[config.mk]
export PLATFORM = sky130hd
export DESIGN_NAME = ram_bus_master
export DESIGN_NICKNAME = d
export VERILOG_FILES = /design/src/rtl/mem_bus_pkg.sv /design/src/rtl/ram_bus_master.sv
export SDC_FILE = /design/constraint.sdc
export NUM_CORES = 1
export LEC_CHECK = 0
export CORE_MARGIN = 2
export CORE_UTILIZATION = 46
export DETAILED_ROUTE_END_ITERATION = 12
export PLACE_DENSITY = 0.95
export SLEW_MARGIN = 10
export SYNTH_ARGS = -nofsm -noshare
export SYNTH_HDL_FRONTEND = slang
export SYNTH_SLANG_ARGS = --single-unit
[constraint.sdc]
create_clock -name clk -period 2.8 [get_ports clk]
set_input_delay 0.28 -clock clk [delete_from_list [all_inputs] [get_ports clk]]
set_output_delay 0.28 -clock clk [all_outputs]
set_load 0.1 [all_outputs]
[src/rtl/mem_bus_pkg.sv]
// Shared definitions for the RAM bus master: bus widths, wait-state limit
// and the access FSM state encoding.
package mem_bus_pkg;

  localparam int ADDR_W   = 8;
  localparam int DATA_W   = 8;
  localparam int WAIT_MAX = 15;

  typedef enum logic [1:0] {
    IDLE   = 2'd0,
    SETUP  = 2'd1,
    STROBE = 2'd2,
    HOLD   = 2'd3
  } bus_state_e;

endpackage

[src/rtl/ram_bus_master.sv]
// Asynchronous-SRAM bus master: turns one CPU request into a
// SETUP / STROBE (WAIT_CYCLES) / HOLD access with fully registered strobes.
module ram_bus_master
  import mem_bus_pkg::*;
#(
  parameter int WAIT_CYCLES = 1
) (
  input  logic              clk,
  input  logic              reset,
  input  logic              req_valid,
  input  logic              req_write,
  input  logic [ADDR_W-1:0] req_addr,
  input  logic [DATA_W-1:0] req_wdata,
  output logic              req_ready,
  output logic              resp_valid,
  output logic [DATA_W-1:0] resp_rdata,
  output logic [ADDR_W-1:0] ram_address,
  output logic [DATA_W-1:0] ram_wdata,
  output logic              ram_data_oe,
  input  logic [DATA_W-1:0] ram_rdata,
  output logic              n_cs,
  output logic              n_oe,
  output logic              n_we,
  output bus_state_e        dbg_state
);

  if (WAIT_CYCLES < 1 || WAIT_CYCLES > WAIT_MAX) begin : g_bad_wait
    $error("ram_bus_master: WAIT_CYCLES=%0d outside 1..%0d", WAIT_CYCLES, WAIT_MAX);
  end

  localparam logic [3:0] CNT_LOAD = 4'(WAIT_CYCLES - 1);

  // Handshake: a request is taken at a rising edge where req_valid & req_ready;
  // req_ready is high only in IDLE and the request fields are latched then.
  bus_state_e        state_q, state_d;
  logic [3:0]        cnt_q, cnt_d;
  logic              write_q, write_d;
  logic [ADDR_W-1:0] addr_q, addr_d;
  logic [DATA_W-1:0] wdata_q, wdata_d;
  logic [DATA_W-1:0] rdata_q, rdata_d;
  logic              n_cs_q, n_cs_d;
  logic              n_oe_q, n_oe_d;
  logic              n_we_q, n_we_d;
  logic              data_oe_q, data_oe_d;
  logic              resp_valid_q, resp_valid_d;
  logic              req_ready_q, req_ready_d;

  // Output next-values are computed for the state being entered, so every
  // bus pin comes straight from a flop.
  always_comb begin
    state_d      = state_q;
    cnt_d        = cnt_q;
    write_d      = write_q;
    addr_d       = addr_q;
    wdata_d      = wdata_q;
    rdata_d      = rdata_q;
    n_cs_d       = 1'b1;
    n_oe_d       = 1'b1;
    n_we_d       = 1'b1;
    data_oe_d    = 1'b0;
    resp_valid_d = 1'b0;
    unique case (state_q)
      IDLE: begin
        if (req_valid) begin
          state_d   = SETUP;
          write_d   = req_write;
          addr_d    = req_addr;
          if (req_write) wdata_d = req_wdata;
          n_cs_d    = 1'b0;
          data_oe_d = req_write;
        end
      end
      SETUP: begin
        state_d   = STROBE;
        cnt_d     = CNT_LOAD;
        n_cs_d    = 1'b0;
        n_oe_d    = write_q;
        n_we_d    = ~write_q;
        data_oe_d = write_q;
      end
      STROBE: begin
        n_cs_d    = 1'b0;
        data_oe_d = write_q;
        if (cnt_q == 4'd0) begin
          state_d      = HOLD;
          resp_valid_d = 1'b1;
          if (!write_q) rdata_d = ram_rdata;
        end else begin
          cnt_d  = cnt_q - 4'd1;
          n_oe_d = write_q;
          n_we_d = ~write_q;
        end
      end
      HOLD: begin
        state_d = IDLE;
      end
      default: begin
        state_d = IDLE;
      end
    endcase
    req_ready_d = (state_d == IDLE);
  end

  always_ff @(posedge clk or posedge reset) begin
    if (reset) begin
      state_q      <= IDLE;
      cnt_q        <= 4'd0;
      write_q      <= 1'b0;
      addr_q       <= '0;
      wdata_q      <= '0;
      rdata_q      <= '0;
      n_cs_q       <= 1'b1;
      n_oe_q       <= 1'b1;
      n_we_q       <= 1'b1;
      data_oe_q    <= 1'b0;
      resp_valid_q <= 1'b0;
      req_ready_q  <= 1'b1;
    end else begin
      state_q      <= state_d;
      cnt_q        <= cnt_d;
      write_q      <= write_d;
      addr_q       <= addr_d;
      wdata_q      <= wdata_d;
      rdata_q      <= rdata_d;
      n_cs_q       <= n_cs_d;
      n_oe_q       <= n_oe_d;
      n_we_q       <= n_we_d;
      data_oe_q    <= data_oe_d;
      resp_valid_q <= resp_valid_d;
      req_ready_q  <= req_ready_d;
    end
  end

  assign req_ready   = req_ready_q;
  assign resp_valid  = resp_valid_q;
  assign resp_rdata  = rdata_q;
  assign ram_address = addr_q;
  assign ram_wdata   = wdata_q;
  assign ram_data_oe = data_oe_q;
  assign n_cs        = n_cs_q;
  assign n_oe        = n_oe_q;
  assign n_we        = n_we_q;
  assign dbg_state   = state_q;

endmodule
==> run_results.csv, run 1 <==
group,metric,value,unit
run_status,status,"completed",
synthesis,syn-num-nets,140,
global_routing,overflow,0,
die,start_util,0.4944,
synthesis,netlist_instances,106,
sta,setup_viol,0,
cells_and_area,nets,204,
global_routing,antenna_found_initial,0,
cts,clk_latency,0.34,ns
cells_and_area,antennaDiodeCount,0,
sta,tns,0,ns
detailed_routing,postRouteAntennaNets,0,
synthesis,ys_ff_latch,37,
placed_design,routabilityCongestion,0.8500,
synthesis,synth_top_area_frac,0.5383,
die,die_area,3812,sq um
cells_and_area,drive_above_1_share,0.4211,
cts,cts_sinks,37,
detailed_routing,firstDrtPassIters,6,
setup_path,critPathSlowestCell,"dfrtp_1",
die,die_x,61.75,um
global_routing,grt_pass1_vias,1109,
setup_path,crit_path_max_incr_delay,0.47,ns
setup_path,crit_arrival,2.06,ns
detailed_routing,drt_iter0_drc,18,
synthesis,synth_area_per_cell,14.47,sq um
setup_path,start_kind,"flop",
synthesis,synth_top_cell_by_area,"dfrtp_1",
placed_design,port_buffers,59,
placed_design,place_area,2087,sq um
job,drv_cap,0,
setup_path,crit_type,"flop to flop",
sta,worst_pin_slew,0.4776,ns
cts,root_buffer,"clkbuf_4",
sta,fin_crit,1.839,ns
detailed_routing,drc_errors,0,
detailed_routing,vias_per_cell,4.888,
global_routing,grt_use_total,0.1843,
cts,ctsLongestPathBuffers,2,
sta,finalMaxSlewViolations,0,
sta,finClkSkew,0.01298,ns
min_path,hold_path_class,"input port to asynchronous set/reset pin",
synthesis,ys_seq_area_frac,0.6069,
die,row_count,20,
cells_and_area,final_cell_mix,"33 x dfrtp_1, 33 x buf_4, 27 x clkdlybuf4s50_1",
die,ioPinCount,60,
detailed_routing,wirelength,3186,um
setup_path,cp-startpoint,"dbg_state[0]",
placed_design,hpwl,2539,um
cells_and_area,layout-area-overhead-vs-synth,39.89,%
setup_path,path_max_fanout,8,
cells_and_area,fin_area,2146,sq um
cts,postCtsSetupBuffers,0,
cts,cts_tree,"yes",
cts,htreeDepth,2,
die,core,3103,sq um
sta,period_share,0.6567,
setup_path,cp_cell_sequence,"inv_1, ha_1, nand4bb_4, nor2_8, mux2_2",
sta,final-hold-violation-count,0,
synthesis,yosys.cell_types.count,24,
detailed_routing,via_count,1051,
sta,rsz0062_at_grt,"no",
cts,hold_buffers,0,
detailed_routing,avgRoutedWirePerCell,14.82,um
setup_path,cp_data_required_time,3.03,ns
cts,cts_buffers,5,
cells_and_area,num-fill-cells,243,
setup_path,r2r_start,"dbg_state[0]",
cts,cts-resized-gates,0,
cts,clkSlewWorstSetupHoldPaths,0.11,ns
global_routing,grt_max_degree,25,
sta,relSlewSlack,0.6812,
synthesis,synth_area_leaders,"dfrtp_1 54%, mux2_2 18%, dfstp_2 6.9%",
global_routing,grt_pass1_wl,4974,um
synthesis,yosys_warnings,0,
setup_path,worstSetupEndpointType,"flop",
sta,fmax,543.9,MHz
die,die_y,61.75,um
synthesis,syn_area,1534,sq um
==> cell type report <==
type | instances | area [sq um] | area share
clock buffers | 8 | 58.81 | 0.02741
inverters | 7 | 26.28 | 0.01224
flip-flops and latches | 37 | 930.9 | 0.4338
repair buffers | 60 | 518.0 | 0.2414
multi-input cells | 59 | 556.8 | 0.2595
well taps | 44 | 55.05 | 0.02566
==> registers in the layout, indices dropped and copies added (netlist names) <==
name / cells
resp_rdata: 8
n_cs: 1
write_q: 1
n_we: 1
ram_wdata: 8
ram_data_oe: 1
cnt_q: 4
resp_valid: 1
ram_address: 8
req_ready: 1
dbg_state: 2
n_oe: 1
==> cells in the mapped netlist <==
master,instances
mux2_2,24
nand2_1,4
nand4bb_4,1
clkbuf_1,1
o2bb2ai_1,1
nand4b_1,2
dfstp_2,4
a21oi_1,2
nor2_1,4
ha_1,6
o21ai_0,5
a22oi_1,1
inv_1,7
a32o_1,1
nand3_2,1
nor3_1,1
mux2i_1,2
nand2_2,1
clkbuf_2,1
and2_4,1
buf_6,1
nand3_1,1
dfrtp_1,33
nor2_8,1
==> cell families (layout without fill, tap and decap cells) <==
family / after synthesis / count (layout) / share of synthesized area
mux: 26 / 26 / 0.1892
simple gates: 17 / 17 / 0.08483
buf+inv: 10 / 75 / 0.03018
compound gates: 10 / 10 / 0.03997
flops: 37 / 37 / 0.6068
fa+ha+maj: 6 / 6 / 0.04894
==> final timing paths <==
path / to / slack [ns] / cells past startpoint
worst max-delay path: resp_rdata[3] / 0.96 / 5
worst min-delay path: resp_rdata[0] / 0.24 / 2
worst max register to register: resp_rdata[3] / 0.96 / 5
worst min register to register: ram_address[6] / 0.52 / 1
max in group asynchronous: cnt_q[3] / 1.87 / 3
min in group clk: ram_address[6] / 0.52 / 1
==> routing by layer <==
layer  global-route usage  wire length [um]
met4              0.07903                58
met2               0.3233              1696
met5                    0                 0
met1               0.1981              1179
met3              0.07039               252
==> through the flow <==
stage / utilization / cells / setup WS [ns] / hold WS [ns]
4_1_cts: 0.6915 / 215 / 0.9461 / 0.2468
6_report: 0.6915 / 215 / 0.9614 / 0.2395
5_1_grt: 0.6915 / 215 / 0.8315 / 0.2560
2_1_floorplan: - / 106 / 0.6319 / 0.3386
3_3_place_gp: 0.6726 / 207 / 1.118 / 0.4899
3_5_place_dp: 0.6726 / 207 / 0.9557 / 0.4946
==> worst max-delay path: cells and delay by family, from the launching register on <==
kind / cells / cell delay (ns)
DFF: 1 / 0.47
and+or+nand+nor: 2 / 0.43
adders and majority gates: 1 / 0.36
muxes: 1 / 0.36
buffers and inverters: 1 / 0.12
Power of run 1 is not shown: default switching activity piles up to over one toggle a cycle in this logic, so the estimate is an artifact.
==> inputs of run 2 (changes only) <==
--- a/config.mk
+++ b/config.mk
@@ -6,9 +6,9 @@
 export NUM_CORES = 1
 export LEC_CHECK = 0
 export CORE_MARGIN = 2
-export CORE_UTILIZATION = 46
+export CORE_UTILIZATION = 43
 export DETAILED_ROUTE_END_ITERATION = 12
-export PLACE_DENSITY = 0.95
+export PLACE_DENSITY = 0.9
 export SLEW_MARGIN = 10
 export SYNTH_ARGS = -nofsm -noshare
 export SYNTH_HDL_FRONTEND = slang
==> constraint.sdc (replaced) <==
create_clock -name clk -period 1.85 [get_ports clk]
set_input_delay 0.185 -clock clk [delete_from_list [all_inputs] [get_ports clk]]
set_output_delay 0.185 -clock clk [all_outputs]
set_load 0.1 [all_outputs]
==> run 2 against run 1 <==
Compared with the run above:
- wire length down 2.2%
- setup slack worse by 0.75 ns
- critical path depth unchanged
- non-clock buffer count up 1
- global-route usage down 1.3 points
- largest cell class unchanged
- maximum frequency up 12%
- sequential share of layout area down 1.3 points
- register-to-register slack worse by 0.75 ns
- worst hold slack worse by 0.019 ns
- count of clock-buffer cells in the layout down 3
- die area up 6.5%
==> run_results.csv, run 2 (same netlist as run 1, synthesis figures left out) <==
group,metric,value,unit
sta,fmax,610.2,MHz
die,row_count,21,
sta,final-hold-violation-count,0,
sta,finalMaxSlewViolations,0,
sta,period_share,0.8859,
cts,root_buffer,"clkbuf_4",
cells_and_area,multiInputGateArea,556.8,sq um
global_routing,grt_pass1_wl,5209,um
global_routing,grt_use_met2,0.2934,
cells_and_area,layout-area-overhead-vs-synth,44.94,%
cells_and_area,ff_latch_area,935.9,sq um
placed_design,routabilityCongestion,0.8215,
detailed_routing,via_count,1078,
global_routing,grt_use_met1,0.1745,
placed_design,port_buffers,59,
cts,cts_tree,"yes",
setup_path,critPathBufInv,1,
global_routing,overflow,0,
setup_path,worst_r2r_path_depth,5,
setup_path,critPathTopFamily,"flip-flops",
cells_and_area,antennaDiodeCount,0,
placed_design,hpwl,2412,um
global_routing,busiest_layer,"met2",
global_routing,use_met3,0.04643,
die,start_util,0.4526,
sta,fin_crit,1.639,ns
cells_and_area,nets,205,
global_routing,grt_pass1_vias,1209,
cts,htreeDepth,2,
sta,worst_pin_slew,0.4372,ns
cells_and_area,final_cell_mix,"31 x dfrtp_1, 31 x buf_4, 27 x clkdlybuf4s50_1",
cts,ctsLongestPathBuffers,2,
detailed_routing,firstDrtPassIters,4,
sta,finClkSkew,0.01243,ns
global_routing,grt_use_total,0.1710,
job,drv_cap,0,
detailed_routing,vias_per_cell,4.945,
setup_path,cp_data_required_time,2.10,ns
die,die_area,4061,sq um
die,die_y,63.73,um
setup_path,cp_cell_sequence,"inv_1, ha_1, nand4bb_4, nor2_8, mux2_2",
detailed_routing,drt_iter0_drc,22,
cts,cts_sinks,37,
setup_path,start_kind,"flop",
sta,setup_viol,0,
detailed_routing,wirelength,3115,um
global_routing,antenna_found_initial,0,
setup_path,crit_path_max_incr_delay,0.46,ns
run_status,status,"completed",
die,die_x,63.73,um
cts,clkSlewWorstSetupHoldPaths,0.12,ns
cts,cts_buffers,5,
cells_and_area,drive_above_1_share,0.4477,
cts,postCtsSetupBuffers,0,
sta,tns,0,ns
cts,cts-resized-gates,0,
sta,relSlewSlack,0.7086,
cts,hold_buffers,0,
setup_path,path_max_fanout,8,
sta,rsz0062_at_grt,"no",
setup_path,crit_arrival,1.89,ns
detailed_routing,drc_errors,0,
die,core,3390,sq um
cts,clk_latency,0.35,ns
setup_path,cp_num_cells,5,
min_path,hold_path_class,"input port to asynchronous set/reset pin",
global_routing,grt_max_degree,38,
die,ioPinCount,60,
setup_path,worstSetupEndpointType,"flop",
detailed_routing,postRouteAntennaNets,0,
cells_and_area,num-fill-cells,265,
setup_path,crit_type,"flop to flop",
setup_path,critPathSlowestCell,"dfrtp_2",
detailed_routing,avgRoutedWirePerCell,14.29,um
run 2: cell types whose count changed in the layout (fill, tap and decap cells not counted), moves of 2 or more:
cell	change
buf_12	+3
buf_4	-2
clkbuf_1	-2
dfrtp_1	-2
run 2: cell type report:
cell class | instances | share of cell area
Clock buffer | 5 | 0.01688
Clock inverter | 3 | 0.02082
Inverter | 7 | 0.01182
Multi-Input combinational cell | 59 | 0.2504
Sequential cell | 37 | 0.4209
Tap cell | 46 | 0.02589
Timing Repair Buffer | 61 | 0.2532
run 2: final timing paths:
check,startpoint,end,slack (ns)
worst max-delay path,dbg_state[0],resp_rdata[2],0.21
worst min-delay path,reset,ram_wdata[5],0.22
worst max register to register,dbg_state[0],resp_rdata[2],0.21
worst min register to register,ram_address[7],ram_address[7],0.52
max in group asynchronous,reset,n_cs,1.29
min in group clk,ram_rdata[4],resp_rdata[4],0.43
run 2: tightest hold or removal path: cells and delay by family:
kind / cells / cell delay, ns
buf+inv: 3 / 0.82
run 2: metal layers:
| metal | share of wire | wire length [um] | up-vias |
|---|---|---|---|
| met5 | 0 | 0 | - |
| met4 | 0.033 | 102 | 0 |
| met3 | 0.063 | 197 | 9 |
| met2 | 0.53 | 1647 | 42 |
| met1 | 0.37 | 1168 | 531 |
| li1 | - | - | 496 |
run 2: stage by stage:
step	setup WS (ns)	cells	utilization	hold slack, ns	area [sq um]
4_1_cts	0.2046	218	0.6560	0.2339	2223
3_3_place_gp	0.2557	210	0.6312	0.4909	2140
3_5_place_dp	0.2172	210	0.6312	0.4945	2140
2_1_floorplan	0.0007828	106	-	0.2436	1539
6_report	0.2111	218	0.6560	0.2205	2223
5_1_grt	0.09022	218	0.6560	0.2767	2223
Power of run 2 is left out for the same reason.
